### src/rtl/conv_array_ctrl_pkg.sv
// Shared types, default sizes and the saturating adder for the convolution-array sequencer.
package conv_ctrl_pkg;

    localparam int CONV_N         = 4;
    localparam int CONV_DATA_W    = 8;
    localparam int CONV_PSUM_W    = 9;
    localparam int CONV_ACC_W     = 16;
    localparam int CONV_ARRAY_LAT = 4;

    typedef enum logic [2:0] {
        IDLE,
        ARMED,
        STREAM,
        DRAIN,
        RESULT
    } conv_ctrl_state_t;

    // Unsigned add clamped to 2^w-1; callers keep w at or below 31.
    function automatic logic [31:0] sat_add(input logic [31:0] a,
                                            input logic [31:0] b,
                                            input int unsigned w);
        logic [32:0] sum;
        logic [32:0] max_val;
        sum     = {1'b0, a} + {1'b0, b};
        max_val = (33'd1 << w) - 33'd1;
        return (sum > max_val) ? max_val[31:0] : sum[31:0];
    endfunction

endpackage

### src/rtl/conv_array_ctrl_lat_pipe.sv
// Valid-tracking shift register matching the fixed array latency.
module conv_lat_pipe #(
    parameter int LAT = 4
) (
    input  logic clk,
    input  logic rst_n,
    input  logic push_i,
    output logic tap_o,
    output logic empty_o
);

    logic [LAT-1:0] line_q;
    logic [LAT-1:0] line_d;

    genvar gi;
    generate
        for (gi = 0; gi < LAT; gi++) begin : g_stage
            if (gi == 0) begin : g_head
                assign line_d[gi] = push_i;
            end else begin : g_body
                assign line_d[gi] = line_q[gi-1];
            end
        end
    endgenerate

    always_ff @(posedge clk or negedge rst_n) begin
        if (!rst_n) begin
            line_q <= '0;
        end else begin
            line_q <= line_d;
        end
    end

    assign tap_o   = line_q[LAT-1];
    assign empty_o = ~|line_q;

endmodule

### src/rtl/conv_array_ctrl.sv
// Sequencer for the NxN sparse systolic convolution array: weight load, vector streaming,
// latency tracking and per-frame saturating reduction. Define CONV_ARRAY_CTRL_SPARSE_EN for per-cell zero-weight flags.
module conv_array_ctrl
    import conv_ctrl_pkg::*;
#(
    parameter int N         = CONV_N,
    parameter int DATA_W    = CONV_DATA_W,
    parameter int PSUM_W    = CONV_PSUM_W,
    parameter int ACC_W     = CONV_ACC_W,
    parameter int ARRAY_LAT = CONV_ARRAY_LAT
) (
    input  logic                     clk,
    input  logic                     rst_n,
    input  logic                     cfg_valid,
    output logic                     cfg_ready,
    input  logic [N*N*DATA_W-1:0]    cfg_weight,
    input  logic                     x_valid,
    output logic                     x_ready,
    input  logic [N*DATA_W-1:0]      x_data,
    input  logic                     x_last,
    output logic [N*N*DATA_W-1:0]    arr_w,
    output logic [N*N-1:0]           arr_flag,
    output logic [N*DATA_W-1:0]      arr_x,
    input  logic [N*PSUM_W-1:0]      arr_o,
    output logic                     res_valid,
    input  logic                     res_ready,
    output logic [ACC_W-1:0]         res_data,
    output logic                     busy
);

    localparam int SUM_W = PSUM_W + 2;

    conv_ctrl_state_t state_q, state_d;

    logic [N*N*DATA_W-1:0] w_q, w_d;
    logic [N*N-1:0]        flag_q, flag_d;
    logic [N*N-1:0]        cfg_flags;
    logic [N*DATA_W-1:0]   x_q, x_d;
    logic [ACC_W-1:0]      acc_q, acc_d;
    logic                  res_valid_q, res_valid_d;

    logic cfg_fire;
    logic x_fire;
    logic pipe_tap;
    logic pipe_empty;

    logic [SUM_W-1:0] part_sum [N+1];

    genvar gi;
    generate
`ifdef CONV_ARRAY_CTRL_SPARSE_EN
        for (gi = 0; gi < N*N; gi++) begin : g_flag
            assign cfg_flags[gi] = |cfg_weight[gi*DATA_W +: DATA_W];
        end
`else
        assign cfg_flags = '1;
`endif
        assign part_sum[0] = '0;
        for (gi = 0; gi < N; gi++) begin : g_colsum
            assign part_sum[gi+1] = part_sum[gi] + SUM_W'(arr_o[gi*PSUM_W +: PSUM_W]);
        end
    endgenerate

    assign cfg_fire = cfg_valid & cfg_ready;
    assign x_fire   = x_valid & x_ready;

    conv_lat_pipe #(
        .LAT(ARRAY_LAT)
    ) u_lat_pipe (
        .clk    (clk),
        .rst_n  (rst_n),
        .push_i (x_fire),
        .tap_o  (pipe_tap),
        .empty_o(pipe_empty)
    );

    // A pending cfg in ARMED blocks x_ready so a weight reload always beats a new frame.
    always_comb begin
        state_d   = state_q;
        cfg_ready = 1'b0;
        x_ready   = 1'b0;
        busy      = 1'b0;
        case (state_q)
            IDLE: begin
                cfg_ready = 1'b1;
                if (cfg_valid) state_d = ARMED;
            end
            ARMED: begin
                cfg_ready = 1'b1;
                x_ready   = ~cfg_valid;
                if (!cfg_valid && x_valid) state_d = x_last ? DRAIN : STREAM;
            end
            STREAM: begin
                x_ready = 1'b1;
                busy    = 1'b1;
                if (x_valid && x_last) state_d = DRAIN;
            end
            DRAIN: begin
                busy = 1'b1;
                if (pipe_empty) state_d = RESULT;
            end
            RESULT: begin
                if (res_ready) state_d = ARMED;
            end
            default: state_d = IDLE;
        endcase
    end

    always_comb begin
        w_d         = w_q;
        flag_d      = flag_q;
        x_d         = x_fire ? x_data : '0;
        acc_d       = acc_q;
        res_valid_d = (state_d == RESULT);
        if (cfg_fire) begin
            w_d    = cfg_weight;
            flag_d = cfg_flags;
        end
        if (state_q == RESULT && res_ready) begin
            acc_d = '0;
        end else if (pipe_tap) begin
            acc_d = ACC_W'(sat_add(32'(acc_q), 32'(part_sum[N]), ACC_W));
        end
    end

    always_ff @(posedge clk or negedge rst_n) begin
        if (!rst_n) begin
            state_q     <= IDLE;
            w_q         <= '0;
            flag_q      <= '0;
            x_q         <= '0;
            acc_q       <= '0;
            res_valid_q <= 1'b0;
        end else begin
            state_q     <= state_d;
            w_q         <= w_d;
            flag_q      <= flag_d;
            x_q         <= x_d;
            acc_q       <= acc_d;
            res_valid_q <= res_valid_d;
        end
    end

    assign arr_w     = w_q;
    assign arr_flag  = flag_q;
    assign arr_x     = x_q;
    assign res_valid = res_valid_q;
    assign res_data  = acc_q;

endmodule

### config.mk
export PLATFORM = sky130hd
export DESIGN_NAME = conv_array_ctrl
export DESIGN_NICKNAME = d
export VERILOG_FILES = /design/src/rtl/conv_array_ctrl_pkg.sv /design/src/rtl/conv_array_ctrl_lat_pipe.sv /design/src/rtl/conv_array_ctrl.sv
export SDC_FILE = /design/constraint.sdc
export NUM_CORES = 1
export LEC_CHECK = 0
export ABC_CLOCK_PERIOD_IN_PS = 3000
export CORE_AREA = 2 2 154 156
export DETAILED_ROUTE_END_ITERATION = 12
export DIE_AREA = 0 0 156 158
export PLACE_DENSITY = 0.76
export SYNTH_ARGS = -nofsm -noshare
export SYNTH_HDL_FRONTEND = slang
export SYNTH_SLANG_ARGS = --single-unit
### constraint.sdc
create_clock -name clk -period 3 [get_ports clk]
set_input_delay 0.6 -clock clk [delete_from_list [all_inputs] [get_ports clk]]
set_output_delay 0.6 -clock clk [all_outputs]
set_load 0.05 [all_outputs]
# Word-level counts from Yosys, hierarchy flattened
# Index checks and enable logic that the tools add are counted.
[op_classes]
addsub = 4
order_cmp = 1
n_eq_ne = 5
mux = 14
bitwise_logic = 3
reduce_logical = 9
[op_table]
columns = ["op", "count"]
rows = [
  ["two-way mux 16 bit", 3],
  ["two-way mux 32 bit", 1],
  ["adder 16 x 11 -> 17 bit", 1],
  ["greater-than comparator 17 x 16 -> 1 bit, second input constant", 1],
  ["two-way mux 3 bit", 5],
  ["one-hot mux 3 bit (5 select lines)", 1],
  ["adder 10 x 9 -> 11 bit", 1],
  ["adder 11 x 9 -> 11 bit", 1],
  ["adder 9 x 9 -> 10 bit", 1],
  ["equality test 3 x 2 -> 1 bit, second input constant", 2],
  ["equality test 3 bit, second input constant", 2],
  ["OR reduction 2 bit", 2],
  ["OR reduction 4 bit", 1],
  ["equality test 3 x 1 -> 1 bit, second input constant", 1],
  ["logical AND 1 bit", 3],
  ["logical NOT 3 bit", 1],
  ["two-way mux 1 bit", 3],
  ["AND 1 bit", 2],
  ["one-hot mux 1 bit (2 select lines)", 1],
  ["nonzero test 2 bit", 1],
  ["logical NOT 1 bit", 1],
  ["NOT 1 bit", 1],
]
[totals]
register_bits = 185
input_bits = 202
out_inout_bits = 196
elab_cells = 43

# Logic depth before layout (Yosys ltp)
# Gate-level depths: netlist (run 1).
[depth]
ltp_word = 8
mapped_depth = 15
mapped_depth_nobuf = 14

# Cells and area by module
# From an unflattened synthesis (run 1), not the netlist that was laid out.
[unflattened]
hier_cells = 621
area_unflattened_um2 = 8335.5
[by_module_without_submodules]
columns = ["mod", "instances", "cells_per_inst", "area_each_um2", "seq_area_each_um2"]
rows = [
  ["conv_array_ctrl", 1, 616, 8222.9, 4529.3],
  ["conv_lat_pipe", 1, 5, 112.6, 100.1],
]

# Worst setup path after synthesis (run 1)
# No wires, ideal clock.
[synth_path]
kind = "input port to flip-flop"
startpoint = "in arr_o[2]"
endpoint = "reg acc_q[2], in the netlist res_data[2]"
setup_ns = 0.125
t_arrival_ns = 3.927
required_time_ns = 2.875
setup_slack_ns = -1.052
cell_stages = 15
n_path_buf = 1
cell_sequence = "inv_1 fa_1 inv_1 fa_1 inv_1 fa_1 inv_1 ha_1 a211oi_2 o21bai_1 a21o_1 a221o_2 a21boi_4 buf_6 a21oi_1"
[synth_via]
elab_chain_cells = 8
[synth_rtl]
columns = ["item", "line_no", "rtl"]
rows = [
  ["from (decl)", "conv_array_ctrl.sv:24", "input logic [N*PSUM_W-1:0] arr_o,"],
  ["adder 9 x 9 -> 10 bit *", "conv_array_ctrl.sv:60", "assign part_sum[gi+1] = part_sum[gi] + SUM_W'(arr_o[gi*PSUM_W +: PSUM_W]);"],
  ["adder 10 x 9 -> 11 bit *", "conv_array_ctrl.sv:60", ""],
  ["adder 11 x 9 -> 11 bit *", "conv_array_ctrl.sv:60", ""],
  ["adder 16 x 11 -> 17 bit *", "conv_array_ctrl_pkg.sv:24", "sum = {1'b0, a} + {1'b0, b};"],
  ["greater-than comparator 17 x 16 -> 1 bit", "conv_array_ctrl_pkg.sv:26", "return (sum > max_val) ? max_val[31:0] : sum[31:0];"],
  ["two-way mux 16 bit *", "conv_array_ctrl_pkg.sv:26", ""],
  ["two-way mux 16 bit *", "conv_array_ctrl.sv:121", "end else if (pipe_tap) begin"],
  ["two-way mux 16 bit *", "conv_array_ctrl.sv:119", "if (state_q == RESULT && res_ready) begin"],
  ["to (signal assigned)", "conv_array_ctrl.sv:132", "acc_q <= '0;"],
  ["to (signal assigned)", "conv_array_ctrl.sv:139", "acc_q <= acc_d;"],
  ["to (decl)", "conv_array_ctrl.sv:39", "logic [ACC_W-1:0] acc_q, acc_d;"],
]
# Every way passes the cells marked *; elsewhere a longest branch is shown, timed or not. The select of a mux whose other input is x is not followed.
# A chain may end at the register's enable or synchronous reset.

# Worst setup path in the final report (run 1)
[layout_path]
startpoint = "in arr_o[2]"
endpoint = "reg acc_q[0], in the netlist res_data[0]"
[layout_via]
elab_chain_cells = 8
[layout_rtl]
columns = ["item", "line_no"]
rows = [
  ["adder 9 x 9 -> 10 bit", "conv_array_ctrl.sv:60"],
  ["adder 10 x 9 -> 11 bit", "conv_array_ctrl.sv:60"],
  ["adder 11 x 9 -> 11 bit", "conv_array_ctrl.sv:60"],
  ["adder 16 x 11 -> 17 bit", "conv_array_ctrl_pkg.sv:24"],
  ["greater-than comparator 17 x 16 -> 1 bit", "conv_array_ctrl_pkg.sv:26"],
  ["two-way mux 16 bit", "conv_array_ctrl_pkg.sv:26"],
  ["two-way mux 16 bit", "conv_array_ctrl.sv:121"],
  ["two-way mux 16 bit", "conv_array_ctrl.sv:119"],
]
# No other way between the ends. The select of a mux whose other input is x is not followed.

==> impl_metrics.toml, run 1 <==
[worst_setup_path]
r2r_setup_slack_ns = 0.24
crit_arrival_ns = 3.92
critPathLaunchType = "primary input"
reg2reg_from = "res_data[2]"
worstPathCellList = "buf_8 > inv_8 > fa_1 > inv_1 > fa_1 > inv_2 > fa_1 > inv_2 > ha_4 > a211oi_4 > o21bai_1 > a21o_1 > a221o_2 > a21boi_4 > buf_6 > a21oi_2"
r2r_end = "res_data[0]"
crit_top_cell = "fa_1"
critPathKind = "in2reg"
worst_path_max_delay_cell = "fa_1"
critPathMaxStageDelay_ns = 0.52
rr_worst_depth = 11
crit_fanout = 5
startpoint = "arr_o[2]"
worst_setup_path_end_kind = "flip-flop"
worstPathRequired_ns = 3.30

[drt]
vias = 6250
drt-total-wl_mm = 23.4
drtIter0Drc = 343
drcViolationCount = 0
wl_per_cell_um = 17.4
postRouteAntennaNets = 0
drtPass1Iterations = 5
vias_per_cell = 4.66

[run_status]
status = "finished with violations"
violations = "setup timing"

[power]
p_total_mw = 17.9
power_switching_mw = 8.45
power.share.sequential_pct = 23.5
vdd_ir_drop_max_v = 0.000837
pwr_density_cell_mw_per_mm2 = 1310
sw_frac_of_total_pct = 47.3
p_int_mw = 9.42
pwr-share-clk_pct = 13.2
combPwrFrac_pct = 63.2
leakage_nw = 6.06

[floorplan]
start_util_pct = 35.9
die_h_um = 158
die_area_mm2 = 0.0246
ios = 398
rows = 56
die_w_um = 156
coreArea_mm2 = 0.0231

[cells_and_area]
fillers = 1854
diodes = 0
area_delta_synth_final_pct = 64.3
drive_above_1_share_pct = 27.4
final_design_area_no_fill_mm2 = 0.0136
fin_util_pct = 59.0
layout.nets = 1283

[job]
maxCapViolCount = 0

[placed_design]
hpwl_mm = 18.2
port_buffers = 397
dpl-instance-area_mm2 = 0.0128
gp_congestion = 0.837

[global_routing]
grt_pass1_wl_mm = 35.1
grt_max_degree = 61
grt_use_total_pct = 18.5
antenna_found_initial = 0
grt_pass1_vias = 6420
overflow = 0

[sta]
holdWs_ns = 0.128
finClkSkew_ns = 0.0207
final_hold_viol_count = 0
tightest_slew_ns = 0.603
timing.slew.headroom_pct = 59.8
timing.final.crit_share_pct = 121
drv_slew = 0
final_period_minus_worst_setup_slack_ns = 3.62
finalSetupViolations = 16
tns_ns = -9.50
rsz0062_at_grt = "true"
fmax_mhz = 276
setup_ws_ns = -0.624

[yosys]
synth-seq-cells = 185
synth_nets = 874
synth_edf_count = 0
ys_types = 41
syn_inst = 630
yosysTopAreaCell = "dfrtp_1"
async_flop_share_pct = 100
synth_area_leaders = "dfrtp_1 56%, mux2_2 17%, fa_1 6.3%, inv_1 3.9%, and3_1 2.6%"
syn_area_mm2 = 0.00828
ys_warn_count = 0
seq_area_frac_synth_pct = 55.9
synth_top_area_share_pct = 55.9
synth.avg_cell_area_um2 = 13.1
synthFlopType = "dfrtp_1"

[clock_network]
clock_latency_ns = 0.44
numClockSinks = 185
cts_inserted_buffers = 17
cts_buffer_depth = 2
postCtsHoldBufs = 0
cts_root_buf = "clkbuf_16"
tritoncts = "built"
path_clk_slew_ns = 0.08
htreeDepth = 4

[worst_hold_path]
hp-class = "in2async"
critical path, delay by kind of cell:
kind	cells	cell delay, ns
fa+ha+maj	4	1.76
compound gates	6	1.14
buf+inv	6	0.39
layer usage:
layer  vias up  global-route usage (%)  wire [um]
li1       2909                       -          -
met1      3082                    20.9       8780
met2       236                    33.7      12500
met3        23                    5.91       1780
met4         0                    5.11        314
met5         -                       0          0
cell usage after synthesis (2+ instances only):
| library cell | count |
|---|---|
| buf_2 | 15 |
| mux2i_1 | 4 |
| buf_4 | 15 |
| xor2_1 | 4 |
| nor2_1 | 8 |
| o21ai_0 | 23 |
| and2_1 | 3 |
| dfrtp_1 | 185 |
| and3_1 | 34 |
| nand2b_1 | 3 |
| o32ai_1 | 2 |
| mux2_2 | 128 |
| ha_1 | 16 |
| nor2b_1 | 2 |
| nand3_1 | 5 |
| fa_1 | 26 |
| a311oi_1 | 2 |
| a31oi_1 | 2 |
| nand2_1 | 9 |
| inv_1 | 85 |
| o2111ai_1 | 2 |
| a21oi_1 | 19 |
| a21o_1 | 5 |
| clkbuf_1 | 12 |
| xnor2_1 | 5 |
registers in the layout, indices dropped and copies added (netlist names):
signal,count
arr_w,128
arr_x,32
res_data,16
u_lat_pipe.line_q,4
state_q,3
arr_flag,1
res_valid,1
placed cells by master (no fill, tap or decap), types with 3 or more instances in the layout:
master	synthesis	final
a21o_1	5	5
a21oi_1	19	5
a21oi_2	1	14
and3_1	34	34
buf_12	0	7
buf_4	15	25
buf_6	1	6
clkbuf_16	0	17
clkbuf_2	0	6
clkdlybuf4s15_1	0	3
clkdlybuf4s50_1	0	368
clkinv_8	0	4
dfrtp_1	185	185
dlygate4sd2_1	0	9
dlymetal6s2s_1	0	5
fa_1	26	22
fa_2	0	4
ha_1	16	7
ha_4	0	9
inv_1	85	52
inv_2	0	32
inv_8	0	5
mux2_2	128	128
mux2i_1	4	4
nand2_1	9	7
nand2b_1	3	3
nand3_1	5	3
nor2_1	8	8
o21ai_0	23	20
xnor2_1	5	5
xor2_1	4	4
worst max path at each step:
stage	end	slack (ns)	depth (start not counted)
2_1_floorplan	res_data[2]	-0.84	15
3_3_place_gp	res_data[0]	-1.48	16
3_5_place_dp	res_data[13]	-1.53	15
4_1_cts	res_data[2]	-0.71	16
5_1_grt	res_data[4]	-0.71	16
6_report	res_data[0]	-0.62	16
logic make-up after synthesis:
logic type                 Yosys count  share of synthesized area, %
DFF                                185                          55.9
muxes                              132                          17.9
buffers and inverters              128                          6.80
and+or+nand+nor                     71                          4.93
AOI/OAI and AO/OA                   63                          4.83
adders and majority gates           42                          8.70
xor gates and xnor gates             9                         0.952
layout make-up:
cell class	count	area, um^2	share of cell area (%)
inverters	85	327	2.40
well taps	290	363	2.67
clock buffers	18	439	3.23
repair buffers	433	4320	31.7
multi-input cells	317	3340	24.5
flip-flops and latches	185	4630	34.0
clock inverters	14	191	1.41
metrics by stage:
step                      setup slack [ns]  instances
after floorplan                     -0.841        630
after global placement               -1.48       1306
after detailed placement             -1.53       1306
after CTS                           -0.713       1342
after global routing                -0.708       1342
final                               -0.624       1342
repair_timing:
action                     CTS  global route
gates resized for setup     81            50
buffers inserted             4             0
setup endpoints to repair   16            16
pin swaps                   48            32
power groups by stage:
| stage | Combinational (mW) | Clock [mW] | Sequential (mW) |
|---|---|---|---|
| 2_1_floorplan | 3.22 | 0 | 7.88 |
| 3_3_place_gp | 10.6 | 0 | 4.19 |
| 3_5_place_dp | 10.7 | 0 | 4.25 |
| 4_1_cts | 11.2 | 2.43 | 4.21 |
| 5_1_grt | 11.9 | 2.54 | 4.35 |
| 6_report | 11.3 | 2.36 | 4.21 |
No activity file was read; power rests on OpenSTA's default activity.
==> inputs of run 2 (changes only) <==
Settings changed: CORE_AREA 2 2 154 156 to 2 2 152 154, CTS_BUF_LIST from default to sky130_fd_sc_hd__clkbuf_4 sky130_fd_sc_hd__clkbuf_8, DIE_AREA 0 0 156 158 to 0 0 154 156, PLACE_DENSITY 0.76 to 0.78.
==> run 2 against run 1 <==
Hold slack got worse by 0.020 ns. The run still ends with setup timing left. Core utilization is 0.93 points higher. Register-to-register slack got worse by 0.02 ns. Count of clock-buffer cells in the layout down 1. Final area fell by 1.4%. Sequential share of layout area increased by 0.50 points. Clock power decreased by 27%. Die area shrank 2.5%. Worst setup slack gained 0.041 ns. Sequential cell count unchanged.
==> impl_metrics.toml, run 2 (synthesized netlist as in run 1, its figures left out) <==
[sta]
rsz0062_at_grt = "true"
tns_ns = -8.64
holdWs_ns = 0.108
setup_ws_ns = -0.583
tightest_slew_ns = 0.641
final_hold_viol_count = 0
finalSetupViolations = 16
timing.slew.headroom_pct = 57.1
fmax_mhz = 279
drv_slew = 0
timing.final.crit_share_pct = 119
finClkSkew_ns = 0.0255
final_period_minus_worst_setup_slack_ns = 3.58

[floorplan]
ios = 398
coreArea_mm2 = 0.0224
die_area_mm2 = 0.0240
start_util_pct = 37.0
rows = 55
die_h_um = 156
die_w_um = 154

[drt]
vias_per_cell = 4.71
vias = 6325
postRouteAntennaNets = 0
drtIter0Drc = 308
wl_per_cell_um = 17.6
drt-total-wl_mm = 23.7
drcViolationCount = 0
drtPass1Iterations = 4

[worst_setup_path]
crit_family = "adder cells"
worst_path_max_delay_cell = "fa_1"
crit_fanout = 5
critPathMaxStageDelay_ns = 0.54
critPathLaunchType = "primary input"
startpoint = "arr_o[11]"
critPathKind = "in2reg"
worst-path-buf-inv = 6
worstPathCellList = "buf_6 > inv_4 > fa_1 > inv_2 > fa_1 > inv_1 > fa_1 > inv_2 > ha_4 > a211oi_4 > o21bai_1 > a21o_1 > a221o_2 > a21boi_4 > buf_6 > a21oi_2"
reg2reg_from = "res_data[1]"
worst_setup_path_end_kind = "flip-flop"
crit_arrival_ns = 3.93
worstPathRequired_ns = 3.34
crit_top_cell = "fa_1"

[power]
pwr_density_cell_mw_per_mm2 = 1310
vdd_ir_drop_max_v = 0.000665
leakage_nw = 5.97

[clock_network]
htreeDepth = 4
cts_root_buf = "clkbuf_8"
numClockSinks = 185
postCtsHoldBufs = 0
clock_latency_ns = 0.48
cts_inserted_buffers = 17
tritoncts = "built"
path_clk_slew_ns = 0.12
cts_buffer_depth = 2

[cells_and_area]
largest_reg_flops = 128
multiInputGateArea_mm2 = 0.00335
diodes = 0
final_design_area_no_fill_mm2 = 0.0134
area_delta_synth_final_pct = 61.9
layout_common_cells = "368 x clkdlybuf4s50_1, 185 x dfrtp_1, 128 x mux2_2"
drive_above_1_share_pct = 28.8
layout.nets = 1289
ff_latch_area_mm2 = 0.00463
final_cells = 1343
fillers = 1793
final_common_cell = "clkdlybuf4s50_1"

[global_routing]
grt_pass1_vias = 6391
grt_max_degree = 65
antenna_found_initial = 0
overflow = 0
grt_pass1_wl_mm = 35.8
grt_use_total_pct = 19.5

[placed_design]
hpwl_mm = 18.2
dp_cells = 1305
gp_congestion = 0.869
port_buffers = 397
dp_slack_ns = -1.51
dpl-instance-area_mm2 = 0.0128

[worst_hold_path]
hp-class = "in2async"

[job]
maxCapViolCount = 0

[run_status]
status = "finished with violations"
violations = "setup timing"
run 2: cell types whose count changed in the layout (fill, tap and decap cells not counted), moves of 3 or more:
cell           delta
inv_1             -4
clkbuf_8         +15
buf_4             +9
clkbuf_2          +5
dlygate4sd2_1     -4
inv_2             +3
clkbuf_16        -17
run 2: repair_timing:
item | 4_1_cts | 5_1_grt
buffers inserted | 3 | 4
gates cloned | 0 | 0
endpoints found under the setup margin | 16 | 16
gates resized for setup | 85 | 63
pin swaps | 48 | 45
run 2: metrics by stage:
step	util [%]	total power [mW]
2_1_floorplan	-	11.1
3_3_place_gp	57.1	14.8
3_5_place_dp	57.1	15.0
4_1_cts	59.7	17.3
5_1_grt	60.0	18.4
6_report	60.0	17.5
run 2: worst reg2reg max path, stage by stage (launching register included):
cell,delay [ns]
dfrtp_1,0.40
inv_1,0.08
fa_2,0.57
inv_2,0.04
ha_4,0.17
inv_2,0.05
fa_2,0.20
nor2b_2,0.05
o2111ai_2,0.17
or3b_4,0.40
buf_4,0.14
buf_4,0.13
xnor2_1,0.17
a21oi_2,0.08
run 2: path summary, 6_finish.rpt:
check | endpoint | slack, ns | depth (start not counted)
worst max register to register | res_data[7] | 0.22 | 13
worst min-delay path | arr_w[32] | 0.11 | 1
min in group clk | u_lat_pipe.line_q[1] | 0.38 | 0
worst max-delay path | res_data[7] | -0.58 | 16
max in group asynchronous | arr_w[76] | 2.11 | 2
worst min register to register | u_lat_pipe.line_q[1] | 0.38 | 0
run 2: cell type report:
class                      count  area share (%)
clock buffer                  17            1.74
clock inverter                15            1.44
tap                          285            2.66
timing repair buffer         439            32.2
sequential                   185            34.5
inverter                      85            2.45
multi-input combinational    317            25.0
run 2: power by group:
group	internal, mW	total [mW]	switching, mW
sequential	3.57	4.20	0.629
clock	0.652	1.73	1.08
combinational	4.72	11.6	6.85
total	8.94	17.5	8.56
run 2: routing by layer:
| metal | track usage, % | share of wire (%) | vias to the layer above |
|---|---|---|---|
| met2 | 34.6 | 53 | 244 |
| met5 | 0 | 0 | - |
| met1 | 22.6 | 39 | 3138 |
| met3 | 6.06 | 6.7 | 30 |
| met4 | 5.92 | 1.9 | 0 |
| li1 | - | - | 2913 |
==> inputs of run 3 (changes only) <==
Settings changed: ABC_AREA from default to 1, CORE_AREA 2 2 152 154 to 2 2 155 157, DIE_AREA 0 0 154 156 to 0 0 157 159, PLACE_DENSITY 0.78 to 0.79.
==> run 3 against run 2 <==
The run still ends with setup timing left. Worst setup slack gained 0.35 ns. Critical path depth grew 3. Synthesized cell count grew 21%. Final area grew 6.4%. Count of clock-buffer cells in the layout grew 1. Combinational power grew 7%. Hold slack gained 0.039 ns. Register-to-register slack gained 0.29 ns.
==> impl_metrics.toml, run 3 <==
[clock_network]
cts_buffer_depth = 2
clock_latency_ns = 0.46
numClockSinks = 185
cts_inserted_buffers = 17
path_clk_slew_ns = 0.13
postCtsHoldBufs = 0
tritoncts = "built"
cts_root_buf = "clkbuf_8"
htreeDepth = 4

[cells_and_area]
final_cells = 1532
diodes = 0
layout_common_cells = "368 x clkdlybuf4s50_1, 185 x dfrtp_1, 126 x inv_1"
area_delta_synth_final_pct = 58.3
final_design_area_no_fill_mm2 = 0.0143
final_common_cell = "clkdlybuf4s50_1"
fillers = 1816
largest_reg_flops = 128
layout.nets = 1444
drive_above_1_share_pct = 28.9

[global_routing]
grt_use_total_pct = 20.4
grt_pass1_wl_mm = 39.8
overflow = 0
antenna_found_initial = 0
grt_pass1_vias = 7521
grt_max_degree = 77

[run_status]
status = "finished with violations"
violations = "setup timing"

[yosys]
yosysMostFrequentCell = "dfrtp_1"
syn_area_mm2 = 0.00901
synthTopCellsByCount = "185 x dfrtp_1, 153 x inv_1, 108 x nand2_1"
syn_inst = 762
yosysTopAreaCell = "dfrtp_1"
synth_nets = 1006
synth_edf_count = 0
seq_area_frac_synth_pct = 51.4
synth_area_leaders = "dfrtp_1 51%, mux2_4 16%, inv_1 6.4%, fa_1 5.8%, nand2_1 4.5%"
ys_warn_count = 0
ys_types = 33
synth-seq-cells = 185
synthFlopType = "dfrtp_1"
synth_top_area_share_pct = 51.4
async_flop_share_pct = 100
synth.avg_cell_area_um2 = 11.8

[floorplan]
die_h_um = 159
die_area_mm2 = 0.0250
rows = 56
coreArea_mm2 = 0.0232
die_w_um = 157
start_util_pct = 38.9
ios = 398

[placed_design]
port_buffers = 397
dp_cells = 1485
dpl-instance-area_mm2 = 0.0136
hpwl_mm = 18.9
gp_congestion = 0.832

[sta]
drv_slew = 0
fmax_mhz = 309
finClkSkew_ns = 0.0200
final_hold_viol_count = 0
timing.slew.headroom_pct = 49.9
rsz0062_at_grt = "true"
finalSetupViolations = 16
final_period_minus_worst_setup_slack_ns = 3.24
timing.final.crit_share_pct = 108
setup_ws_ns = -0.237
tightest_slew_ns = 0.751

[job]
maxCapViolCount = 0

[drt]
drtIter0Drc = 300
wl_per_cell_um = 16.6
drt-total-wl_mm = 25.4
postRouteAntennaNets = 0
drtPass1Iterations = 4
vias = 6873
vias_per_cell = 4.49
drcViolationCount = 0

[worst_setup_path]
crit_fanout = 3
reg2reg_from = "res_data[9]"
worstPathRequired_ns = 3.33
r2r_end = "res_data[13]"
rr_worst_depth = 15
r2r_setup_slack_ns = 0.51
crit_arrival_ns = 3.56
critPathKind = "in2reg"
worst_setup_path_end_kind = "flip-flop"
critPathLaunchType = "primary input"

[power]
vdd_ir_drop_max_v = 0.000819
pwr_density_cell_mw_per_mm2 = 1300
leakage_nw = 6.96

[worst_hold_path]
hp-class = "in2async"
-- run 3: cell types whose count changed after synthesis, sizes merged, moves of 3 or more --
cell and delta:
nand2b -3, buf +3, a21o -4, and3 -34, a21oi -14, nand2 +102
clkbuf -12, nor2 +43, nand3 +14, mux2i -4, inv +71, xor2 -4
o21ai -12
-- run 3: what timing repair did --
item                                    in CTS  in global routing
gates cloned                                 1                  0
endpoints found under the setup margin      16                 16
pin swaps                                   65                 41
resized for setup                          127                 49
buffers inserted                            14                  2
-- run 3: worst max path at each step --
stage                   from           end
finish              arr_o[2]   res_data[2]
CTS                 arr_o[2]   res_data[8]
global placement    arr_o[2]  res_data[13]
global route        arr_o[5]   res_data[3]
floorplan           arr_o[2]  res_data[13]
detailed placement  arr_o[2]   res_data[8]
-- run 3: stage by stage --
step	hold slack, ns	TNS (ns)	util [%]	setup slack, ns	total power [mW]
finish	0.147	-2.95	61.5	-0.237	18.5
global route	0.171	-4.51	61.5	-0.333	19.4
CTS	0.149	-2.53	61.3	-0.184	18.2
detailed placement	0.369	-20.46	58.4	-1.33	15.7
global placement	0.360	-18.83	58.4	-1.22	15.5
floorplan	0.304	-6.72	-	-0.482	11.8
-- run 3: per-layer routing --
layer	GRT usage (%)	vias up	share of wire, %
li1	-	3206	-
met4	6.13	0	2.4
met2	35.7	268	51
met5	0	-	0
met3	6.75	38	8.1
met1	23.6	3361	39
-- run 3: cell type report --
class,instances,area [um^2],share of cell area (%)
multi-input combinational,387,3840,26.9
sequential,185,4630,32.4
tap,319,399,2.80
clock buffer,18,248,1.74
clock inverter,14,195,1.37
timing repair buffer,453,4370,30.6
inverter,156,596,4.17
-- run 3: cell families after synthesis --
family                   count (synthesis)  synth area share, %
XOR/XNOR                                 5                0.486
adder cells (fa/ha/maj)                 42                 7.99
AO/OA/AOI/OAI                           24                 1.79
buffers and inverters                  190                 9.84
multiplexers                           128                 20.0
flip-flops                             185                 51.4
AND/OR/NAND/NOR                        188                 8.51
-- run 3: critical path, stage by stage --
cell	delay, ns
buf_8	0.09
inv_8	0.03
fa_1	0.53
inv_1	0.05
fa_1	0.49
inv_2	0.04
fa_2	0.55
inv_2	0.05
ha_4	0.23
nand3_2	0.07
nand3_2	0.08
nand2_1	0.08
nand2_2	0.07
a21oi_4	0.20
buf_6	0.13
buf_6	0.10
nand2_2	0.04
nand2_1	0.05
o21ai_1	0.06
-- run 3: where the power goes --
part / internal [mW] / switching (mW)
Combinational: 5.18 / 7.22
Clock: 0.754 / 1.08
Sequential: 3.57 / 0.676
